==> src/rtl/char_tracker_pkg.sv <==
// Shared definitions for the falling-character tracker: field widths,
// character range, default bottom limit and the slot record.
package char_tracker_pkg;

    localparam logic [7:0] CH_A = 8'd65;
    localparam logic [7:0] CH_Z = 8'd90;

    localparam int unsigned CH_W  = 8;
    localparam int unsigned SPD_W = 3;
    localparam int unsigned X_W   = 9;
    localparam int unsigned XI_W  = 10;
    localparam int unsigned Y_W   = 10;

    localparam logic [X_W-1:0] X_LIMIT_DEF = 9'd464;

    // x carries one extra bit so x + spd cannot wrap before the limit test
    typedef struct packed {
        logic             valid;
        logic [CH_W-1:0]  ch;
        logic [SPD_W-1:0] spd;
        logic [XI_W-1:0]  x;
        logic [Y_W-1:0]   y;
    } slot_t;

    function automatic logic [SPD_W-1:0] norm_speed(input logic [SPD_W-1:0] s);
        return (s == '0) ? SPD_W'(1) : s;
    endfunction

endpackage

==> src/rtl/char_match_sel.sv <==
// Combinational key arbiter: among valid slots holding key_code, picks the
// one with the largest x, lowest index on a tie.
module char_match_sel
    import char_tracker_pkg::*;
#(
    parameter int unsigned SLOTS = 8,
    parameter int unsigned IDX_W = $clog2(SLOTS)
) (
    input  logic [SLOTS-1:0]      valid,
    input  logic [SLOTS*CH_W-1:0] ch,
    input  logic [SLOTS*XI_W-1:0] x,
    input  logic [CH_W-1:0]       key_code,
    output logic                  found,
    output logic [IDX_W-1:0]      idx
);

    logic [XI_W-1:0] best_x;
    logic            any;

    // strict '>' keeps the earliest index when x values tie
    always_comb begin
        any    = 1'b0;
        idx    = '0;
        best_x = '0;
        for (int unsigned i = 0; i < SLOTS; i++) begin
            if (valid[i] && (ch[i*CH_W +: CH_W] == key_code) &&
                (!any || (x[i*XI_W +: XI_W] > best_x))) begin
                any    = 1'b1;
                idx    = IDX_W'(i);
                best_x = x[i*XI_W +: XI_W];
            end
        end
        found = any;
    end

endmodule

==> src/rtl/char_tracker.sv <==
// Slot pool for falling characters: spawn, per-tick movement, key hits,
// bottom misses, saturating score counters and a renderer read port.
module char_tracker
    import char_tracker_pkg::*;
#(
    parameter int unsigned      SLOTS   = 8,
    parameter logic [X_W-1:0]   X_LIMIT = X_LIMIT_DEF,
    parameter int unsigned      CNT_W   = 16
) (
    input  logic                     clk,
    input  logic                     rst,
    input  logic                     spawn_req,
    input  logic [7:0]               spawn_ch,
    input  logic [2:0]               spawn_speed,
    input  logic [9:0]               spawn_y,
    output logic                     spawn_ack,
    input  logic                     tick,
    input  logic                     key_valid,
    input  logic [7:0]               key_code,
    output logic                     hit,
    output logic                     miss,
    output logic [CNT_W-1:0]         hit_cnt,
    output logic [CNT_W-1:0]         miss_cnt,
    input  logic [$clog2(SLOTS)-1:0] rd_idx,
    output logic                     rd_valid,
    output logic [7:0]               rd_ch,
    output logic [8:0]               rd_x,
    output logic [9:0]               rd_y,
    output logic                     full
);

    localparam int unsigned IDX_W = $clog2(SLOTS);
    localparam int unsigned K_W   = $clog2(SLOTS + 1);

    slot_t slots   [SLOTS];
    slot_t slots_n [SLOTS];

    logic [SLOTS-1:0]      valid_vec;
    logic [SLOTS*CH_W-1:0] ch_vec;
    logic [SLOTS*XI_W-1:0] x_vec;

    logic                  match_found;
    logic [IDX_W-1:0]      match_idx;
    logic                  hit_go;

    logic                  free_found;
    logic [IDX_W-1:0]      free_idx;
    logic                  spawn_go;

    logic [XI_W-1:0]       nx;
    logic [K_W-1:0]        miss_k;
    logic [CNT_W:0]        miss_sum;

    always_comb begin
        valid_vec = '0;
        ch_vec    = '0;
        x_vec     = '0;
        for (int unsigned i = 0; i < SLOTS; i++) begin
            valid_vec[i]             = slots[i].valid;
            ch_vec[i*CH_W +: CH_W]   = slots[i].ch;
            x_vec[i*XI_W +: XI_W]    = slots[i].x;
        end
    end

    char_match_sel #(
        .SLOTS (SLOTS),
        .IDX_W (IDX_W)
    ) u_match (
        .valid    (valid_vec),
        .ch       (ch_vec),
        .x        (x_vec),
        .key_code (key_code),
        .found    (match_found),
        .idx      (match_idx)
    );

    assign hit_go = key_valid && match_found;

    always_comb begin
        free_found = 1'b0;
        free_idx   = '0;
        for (int unsigned i = 0; i < SLOTS; i++) begin
            if (!slots[i].valid && !free_found) begin
                free_found = 1'b1;
                free_idx   = IDX_W'(i);
            end
        end
    end

    assign spawn_go = spawn_req && free_found;

    // Every decision reads the pre-edge slots; a freed slot only looks free next cycle.
    always_comb begin
        nx     = '0;
        miss_k = '0;
        for (int unsigned i = 0; i < SLOTS; i++) begin
            slots_n[i] = slots[i];
        end

        if (hit_go) begin
            slots_n[match_idx] = '0;
        end

        if (tick) begin
            for (int unsigned i = 0; i < SLOTS; i++) begin
                if (slots[i].valid && !(hit_go && (match_idx == IDX_W'(i)))) begin
                    nx = slots[i].x + XI_W'(slots[i].spd);
                    if (nx >= XI_W'(X_LIMIT)) begin
                        slots_n[i] = '0;
                        miss_k     = miss_k + K_W'(1);
                    end else begin
                        slots_n[i].x = nx;
                    end
                end
            end
        end

        if (spawn_go) begin
            slots_n[free_idx].valid = 1'b1;
            slots_n[free_idx].ch    = spawn_ch;
            slots_n[free_idx].spd   = norm_speed(spawn_speed);
            slots_n[free_idx].x     = '0;
            slots_n[free_idx].y     = spawn_y;
        end
    end

    assign miss_sum = {1'b0, miss_cnt} + (CNT_W+1)'(miss_k);

    always_ff @(posedge clk or posedge rst) begin
        if (rst) begin
            for (int unsigned i = 0; i < SLOTS; i++) begin
                slots[i] <= '0;
            end
            spawn_ack <= 1'b0;
            hit       <= 1'b0;
            miss      <= 1'b0;
            hit_cnt   <= '0;
            miss_cnt  <= '0;
        end else begin
            for (int unsigned i = 0; i < SLOTS; i++) begin
                slots[i] <= slots_n[i];
            end
            spawn_ack <= spawn_go;
            hit       <= hit_go;
            miss      <= (miss_k != '0);
            if (hit_go && !(&hit_cnt)) begin
                hit_cnt <= hit_cnt + CNT_W'(1);
            end
            if (miss_k != '0) begin
                miss_cnt <= miss_sum[CNT_W] ? '1 : miss_sum[CNT_W-1:0];
            end
        end
    end

    assign rd_valid = slots[rd_idx].valid;
    assign rd_ch    = slots[rd_idx].ch;
    assign rd_x     = slots[rd_idx].x[X_W-1:0];
    assign rd_y     = slots[rd_idx].y;
    assign full     = &valid_vec;

endmodule

==> config.mk <==
export PLATFORM = sky130hd
export DESIGN_NAME = char_tracker
export DESIGN_NICKNAME = d
export VERILOG_FILES = /design/src/rtl/char_tracker_pkg.sv /design/src/rtl/char_match_sel.sv /design/src/rtl/char_tracker.sv
export SDC_FILE = /design/constraint.sdc
export NUM_CORES = 1
export LEC_CHECK = 0
export CORE_MARGIN = 3
export CORE_UTILIZATION = 40
export CTS_CLUSTER_DIAMETER = 50
export CTS_CLUSTER_SIZE = 12
export DETAILED_ROUTE_END_ITERATION = 8
export PLACE_DENSITY = 0.64
export RECOVER_POWER = 25
export SLEW_MARGIN = 10
export SYNTH_ARGS = -nofsm -noshare
export SYNTH_HDL_FRONTEND = slang
export SYNTH_HIERARCHICAL = 1
export SYNTH_SLANG_ARGS = --single-unit
export TNS_END_PERCENT = 5
==> constraint.sdc <==
create_clock -name clk -period 33.9 [get_ports clk]
set_input_delay 3.39 -clock clk [delete_from_list [all_inputs] [get_ports clk]]
set_output_delay 3.39 -clock clk [all_outputs]
set_load 0.02 [all_outputs]
### After elaboration in Yosys (flattened, before gate mapping)

Cells that the tools add are included.

| cells by class | value |
|---|---|
| add/subtract/negate cells | 17 |
| order comparisons | 20 |
| equal/unequal tests | 15 |
| multiplexer cells | 118 |
| bitwise operators | 5 |
| reduce and logical (&&, ||, !) cells | 84 |

Operator list:

| operator | number |
|---|---|
| bitwise mux 256 bit | 5 |
| 2-to-1 mux 256 bit | 3 |
| demux 32 bit (select 3 bit) | 6 |
| 2-to-1 mux 32 bit | 12 |
| bitwise AND 256 bit | 1 |
| NOT 256 bit | 1 |
| 2-to-1 mux 10 bit | 24 |
| binary-select mux 32 bit (select 3 bit) | 1 |
| 2-to-1 mux 12 bit | 8 |
| 2-to-1 mux 4 bit | 22 |
| adder 10 x 3 -> 10 bit | 8 |
| greater-or-equal comparator 10 x 9 -> 1 bit (second input constant) | 8 |
| > comparator 10 bit | 7 |
| == test 8 bit | 8 |
| logical AND 1 bit | 43 |
| 2-to-1 mux 3 bit | 11 |
| 2-to-1 mux 31 bit | 1 |
| zero test 1 bit | 29 |
| adder 4 x 1 -> 4 bit (second input constant) | 7 |
| 2-to-1 mux 23 bit | 1 |
| 2-to-1 mux 1 bit | 20 |
| 2-to-1 mux 20 bit | 1 |
| adder 16 x 4 -> 17 bit | 1 |
| adder 16 x 1 -> 16 bit (second input constant) | 1 |
| other kinds (13) | 30 |

| word-level totals | value |
|---|---|
| register bits after elaboration | 291 |
| bits of input ports | 37 |

### Longest topological paths before layout

| logic depth | value |
|---|---|
| word-level depth | 67 |
| gate-level depth with buffers | 104 |
| gate-level depth less buffers | 94 |

### Cells and area by module

The synthesis kept the hierarchy.

By module, submodules not included:

| module | instances | cells each | area each (um^2) |
|---|---|---|---|
| char_tracker | 1 | 1,475 | 16,151.7 |
| char_match_sel | 1 | 476 | 3,777.4 |

### Worst setup path after synthesis

OpenSTA, ideal clock, no wires.

| path | value |
|---|---|
| path type | input port to flip-flop |
| start | input key_code[7] |
| end | register miss_cnt[3] |
| arrival time | 22.075 ns |
| slack | 11.697 ns |
| stages on the path | 98 |
| buffers on the path | 11 |
| cells stage by stage | buf_4 xnor2_1 nand3_1 nor3_4 buf_2 and2_1 inv_1 ha_1 nand4_1 a211oi_1 a2111oi_4 o21a_1 a22oi_1 ha_1 a21o_1 a21o_1 a2111oi_0 o22a_2 (+62 left out) mux2i_1 nand2_1 ha_1 nor2_1 a31oi_2 ha_1 nor3_1 nor3_1 fa_1 a21o_1 a21o_1 and3_1 clkbuf_1 and3_1 nand4_1 dlygate4sd3_1 o21ai_0 mux2_1 |

| between the ends | value |
|---|---|
| cells in the longest elaborated chain, start to end | 67 |
| elaborated cells between the ends (all ways) | 132 |
| classes of those cells | add/sub (8); order compare (7); eq/ne (15); mux (46); reduce/logical (56) |

RTL lines:

| element | line | RTL |
|---|---|---|
| start, declared | char_tracker.sv:19 | `input logic [7:0] key_code,` |
| == test 8 bit | char_match_sel.sv:26 | `if (valid[i] && (ch[i*CH_W +: CH_W] == key_code) &&` |
| logical AND 1 bit | char_match_sel.sv:26 |  |
| 2-to-1 mux 10 bit / 2-to-1 mux 1 bit (equally long branches) | char_match_sel.sv:26 |  |
| > comparator 10 bit / zero test 1 bit (equally long branches) | char_match_sel.sv:27 | `(!any \|\| (x[i*XI_W +: XI_W] > best_x))) begin` |
| logical OR 1 bit | char_match_sel.sv:27 |  |
| logical AND 1 bit | char_match_sel.sv:26 |  |
| 2-to-1 mux 10 bit / 2-to-1 mux 1 bit (equally long branches) | char_match_sel.sv:26 |  |
| > comparator 10 bit / zero test 1 bit (equally long branches) | char_match_sel.sv:27 |  |
| (+23 left out) | -- |  |
| via match_idx[0] | char_tracker.sv:43 | `logic [IDX_W-1:0] match_idx;` |
| (+28 left out) | -- |  |
| 2-to-1 mux 4 bit | char_tracker.sv:106 | `if (slots[i].valid && !(hit_go && (match_idx == IDX_W'(i)))) begin` |
| 2-to-1 mux 4 bit | char_tracker.sv:104 | `if (tick) begin` |
| adder 4 x 1 -> 4 bit | char_tracker.sv:110 | `miss_k = miss_k + K_W'(1);` |
| 2-to-1 mux 4 bit | char_tracker.sv:108 | `if (nx >= XI_W'(X_LIMIT)) begin` |
| 2-to-1 mux 4 bit * | char_tracker.sv:106 |  |
| 2-to-1 mux 4 bit * | char_tracker.sv:104 |  |
| adder 16 x 4 -> 17 bit | char_tracker.sv:127 | `assign miss_sum = {1'b0, miss_cnt} + (CNT_W+1)'(miss_k);` |
| 2-to-1 mux 16 bit | char_tracker.sv:150 | `miss_cnt <= miss_sum[CNT_W] ? '1 : miss_sum[CNT_W-1:0];` |
| end signal, assigned | char_tracker.sv:150 |  |
| end, declared | char_tracker.sv:23 | `output logic [CNT_W-1:0] miss_cnt,` |

The timed path passes the listed nets; every way through them passes the cells marked *. The select of a mux whose other input is x is not followed.
A chain may end at the register's enable or synchronous reset.

### Worst setup path in the final report

| path | value |
|---|---|
| start | input key_code[4] |
| end | register miss_cnt[0] |

Same word-level chain as after synthesis.

==> results.py <==
metrics = {
    "outcome": {
        "status": "finished with violations",
        "violations": "max-capacitance violations, max-slew violations",
    },
    "worst_hold_path": {
        "hp-class": "reg2reg",
        "holdPathEnd": "hit_cnt[5]$_DFFE_PP0P_",
        "whs_path_depth": 1,
        "worstHoldStart": "hit_cnt[5]$_DFFE_PP0P_",
    },
    "final_layout": {
        "postLayoutCoreUtil": 0.466,
        "drive_gt1_frac": 0.136,
        "nNetsFinal": 2135,
        "syn_to_final_growth_pct": 14.7,
        "fin_area_sq_um": 22900,
        "antenna_cells": 0,
    },
    "setup_path": {
        "cp_top_family": "compound AO/OA/AOI/OAI gates",
        "worst-path-buf-inv": 4,
        "path_common_cell": "ha_1",
        "cp.arrival_ps": 25660,
        "r2r-start": "ch_vec[6]$_DFF_PP0_",
        "cp-start-kind": "input pin",
        "r2r_end": "miss_cnt[0]$_DFFE_PP0P_",
        "worst-path-stages": 89,
        "required_ps": 34360,
        "slowest_stage": "clkdlybuf4s50_1",
        "cp_max_fo": 27,
        "crit_path_max_incr_delay_ps": 800,
        "criticalPathCategory": "in2reg",
        "reg2reg_slack_ps": 11840,
        "reg2reg_depth": 88,
        "endpoint_kind": "flop",
    },
    "synthesis": {
        "yosysWarnings": 6,
        "synthCells": 1951,
        "syn_avg_cell_area_sq_um": 10.2,
        "synth_enable_flop_cells": 0,
        "ys_top_cells_by_count": "dfrtp_1, a22o_1, nand2_1",
        "synth_top_area_cell": "dfrtp_1",
        "ys_types": 109,
        "synth_flop_cell": "dfrtp_1",
        "synthArstFlopShare": 1.00,
        "synth_most_common_cell": "dfrtp_1",
        "syn-cell-area_sq_um": 19900,
        "yosys-top-cells-area": "dfrtp_1, a22o_1, ha_1, mux4_2, xnor2_1",
        "ys_ff_latch": 291,
        "synth_seq_area_share": 0.365,
        "syn_nets": 2102,
        "yosys.area.top_type_share": 0.365,
    },
    "clocking": {
        "cts_made_buffers": 41,
        "cts_tree": "built",
        "cts_buffer_depth": 3,
        "cts_sinks": 291,
        "cts_hold_buffers": 0,
        "post_cts_resized": 0,
        "cts_root_buffer": "clkbuf_16",
        "path_clk_slew_ps": 60,
        "htree_num_levels": 2,
        "clk_latency_ps": 580,
        "postCtsSetupBuffers": 0,
    },
    "sta": {
        "fin_crit_ps": 25210,
        "max_freq_ghz": 0.0397,
        "period_share": 0.744,
        "layout_setup_ws_ps": 8690,
        "drv_slew": 235,
        "slew_headroom": -1.76,
        "fin_skew_ps": 22.3,
        "hold_slack_ps": 486,
        "finalSetupTns_ps": 0,
        "finalHoldViolCount": 0,
        "setup_viol": 0,
        "max_slew.worst_pin.slew_ps": 4140,
        "rsz0062_at_grt": "false",
    },
    "pwr": {
        "peakVddDrop_uv": 55.9,
        "p_leak_nw": 10.0,
        "pwr_density_cell_nw_per_um2": 78.5,
    },
    "drt": {
        "drt_pre_antenna_iters": 6,
        "drcViolationCount": 0,
        "drtIter0Drc": 1595,
        "wl_per_cell_um": 23.8,
        "wl_um": 63800,
        "vias": 16700,
        "antenna_left": 0,
        "via_per_inst": 6.22,
    },
    "place": {
        "placed_cell_area_sq_um": 21400,
        "portBuffers": 100,
        "gp_congestion": 0.956,
        "pre_cts_slack_ps": 8550,
        "hpwlAfterDp_um": 43800,
    },
    "global_routing": {
        "grt-ovfl-total": 0,
        "antenna_found_initial": 3,
        "grt_use_total": 0.239,
        "grt_pass1_wl_um": 98900,
        "grt_pass1_vias": 16300,
        "grt_max_degree": 84,
    },
    "die": {
        "start_util": 0.406,
        "die_y_um": 229,
        "io_pins": 101,
        "die_w_um": 229,
        "coreArea_sq_um": 49100,
        "die_area_sq_um": 52500,
        "fp-row-count": 81,
    },
    "flow_run": {
        "cap_violations": 3,
    },
}
[cells by family (layout without fill, tap and decap cells)]
logic type | count (synthesis) | after routing | synth area share
AOI/OAI and AO/OA | 590 | 590 | 0.225
xor gates and xnor gates | 113 | 113 | 0.0547
adders and majority gates | 114 | 114 | 0.0750
buffers and inverters | 209 | 272 | 0.0463
DFF | 291 | 291 | 0.365
muxes | 119 | 119 | 0.0986
and+or+nand+nor | 515 | 515 | 0.135
[state kept, by name (all words and copies together) (netlist names)]
register,count
hit_cnt,16
hit,1
miss,1
miss_cnt,16
slots,192
ch_vec,64
spawn_ack,1
[cell type report]
cell class,count,area [sq um]
Tap cell,664,831
Multi-Input combinational cell,1451,11800
Sequential cell,291,7280
Clock inverter,25,348
Timing Repair Buffer,125,1170
Fill cell,4566,26200
Clock buffer,48,1110
Inverter,74,279
[metrics by stage]
stage                     std cells  power (mW)
after CTS                      2678        1.79
after detailed placement       2605        1.32
final                          2678        1.79
after global routing           2678        1.90
after floorplan                1951        1.09
after global placement         2605        1.30
[where the power goes]
group / switching (mW) / total [mW] / internal, mW / leakage [nW]
sequential: 0.144 / 0.610 / 0.467 / 3.75
combinational: 0.381 / 0.724 / 0.343 / 5.60
clock: 0.176 / 0.461 / 0.284 / 0.706
[routing by layer]
layer | track usage | part of all wire
met2 | 0.369 | 0.45
met4 | 0.0869 | 0.033
met3 | 0.0438 | 0.077
met5 | 0 | 0.00056
met1 | 0.338 | 0.44
[placed cells by master (no fill, tap or decap), types with 10 or more instances in the layout]
cell	synthesis	layout
a21oi_1	62	60
a31oi_1	10	10
o21ai_0	104	104
nand2_1	123	123
buf_4	14	24
clkdlybuf4s50_1	0	89
a22oi_1	10	10
dfrtp_1	291	291
nor2_1	96	93
mux2i_1	19	19
and3_1	17	17
nand2b_1	20	20
nand4_1	41	41
inv_1	72	71
o211ai_1	14	14
o31ai_1	30	30
mux4_2	56	56
nor2b_1	32	29
a211oi_1	19	17
mux2_2	32	32
nand3_1	55	55
xor2_1	35	35
and2_1	27	27
xnor2_1	68	68
a21o_1	39	39
ha_1	105	105
a22o_1	176	176
nor3_1	39	38
clkbuf_16	0	42
[worst max path at each step]
stage	start	to	slack, ps
2_1_floorplan	key_code[7]	miss_cnt[3]$_DFFE_PP0P_	11700
3_3_place_gp	key_code[4]	miss_cnt[0]$_DFFE_PP0P_	9150
3_5_place_dp	key_code[4]	miss_cnt[0]$_DFFE_PP0P_	8550
4_1_cts	key_code[4]	miss_cnt[0]$_DFFE_PP0P_	9090
5_1_grt	key_code[4]	miss_cnt[7]$_DFFE_PP0P_	7180
6_report	key_code[4]	miss_cnt[0]$_DFFE_PP0P_	8690
Note: power is estimated with default switching activity, not from simulation.
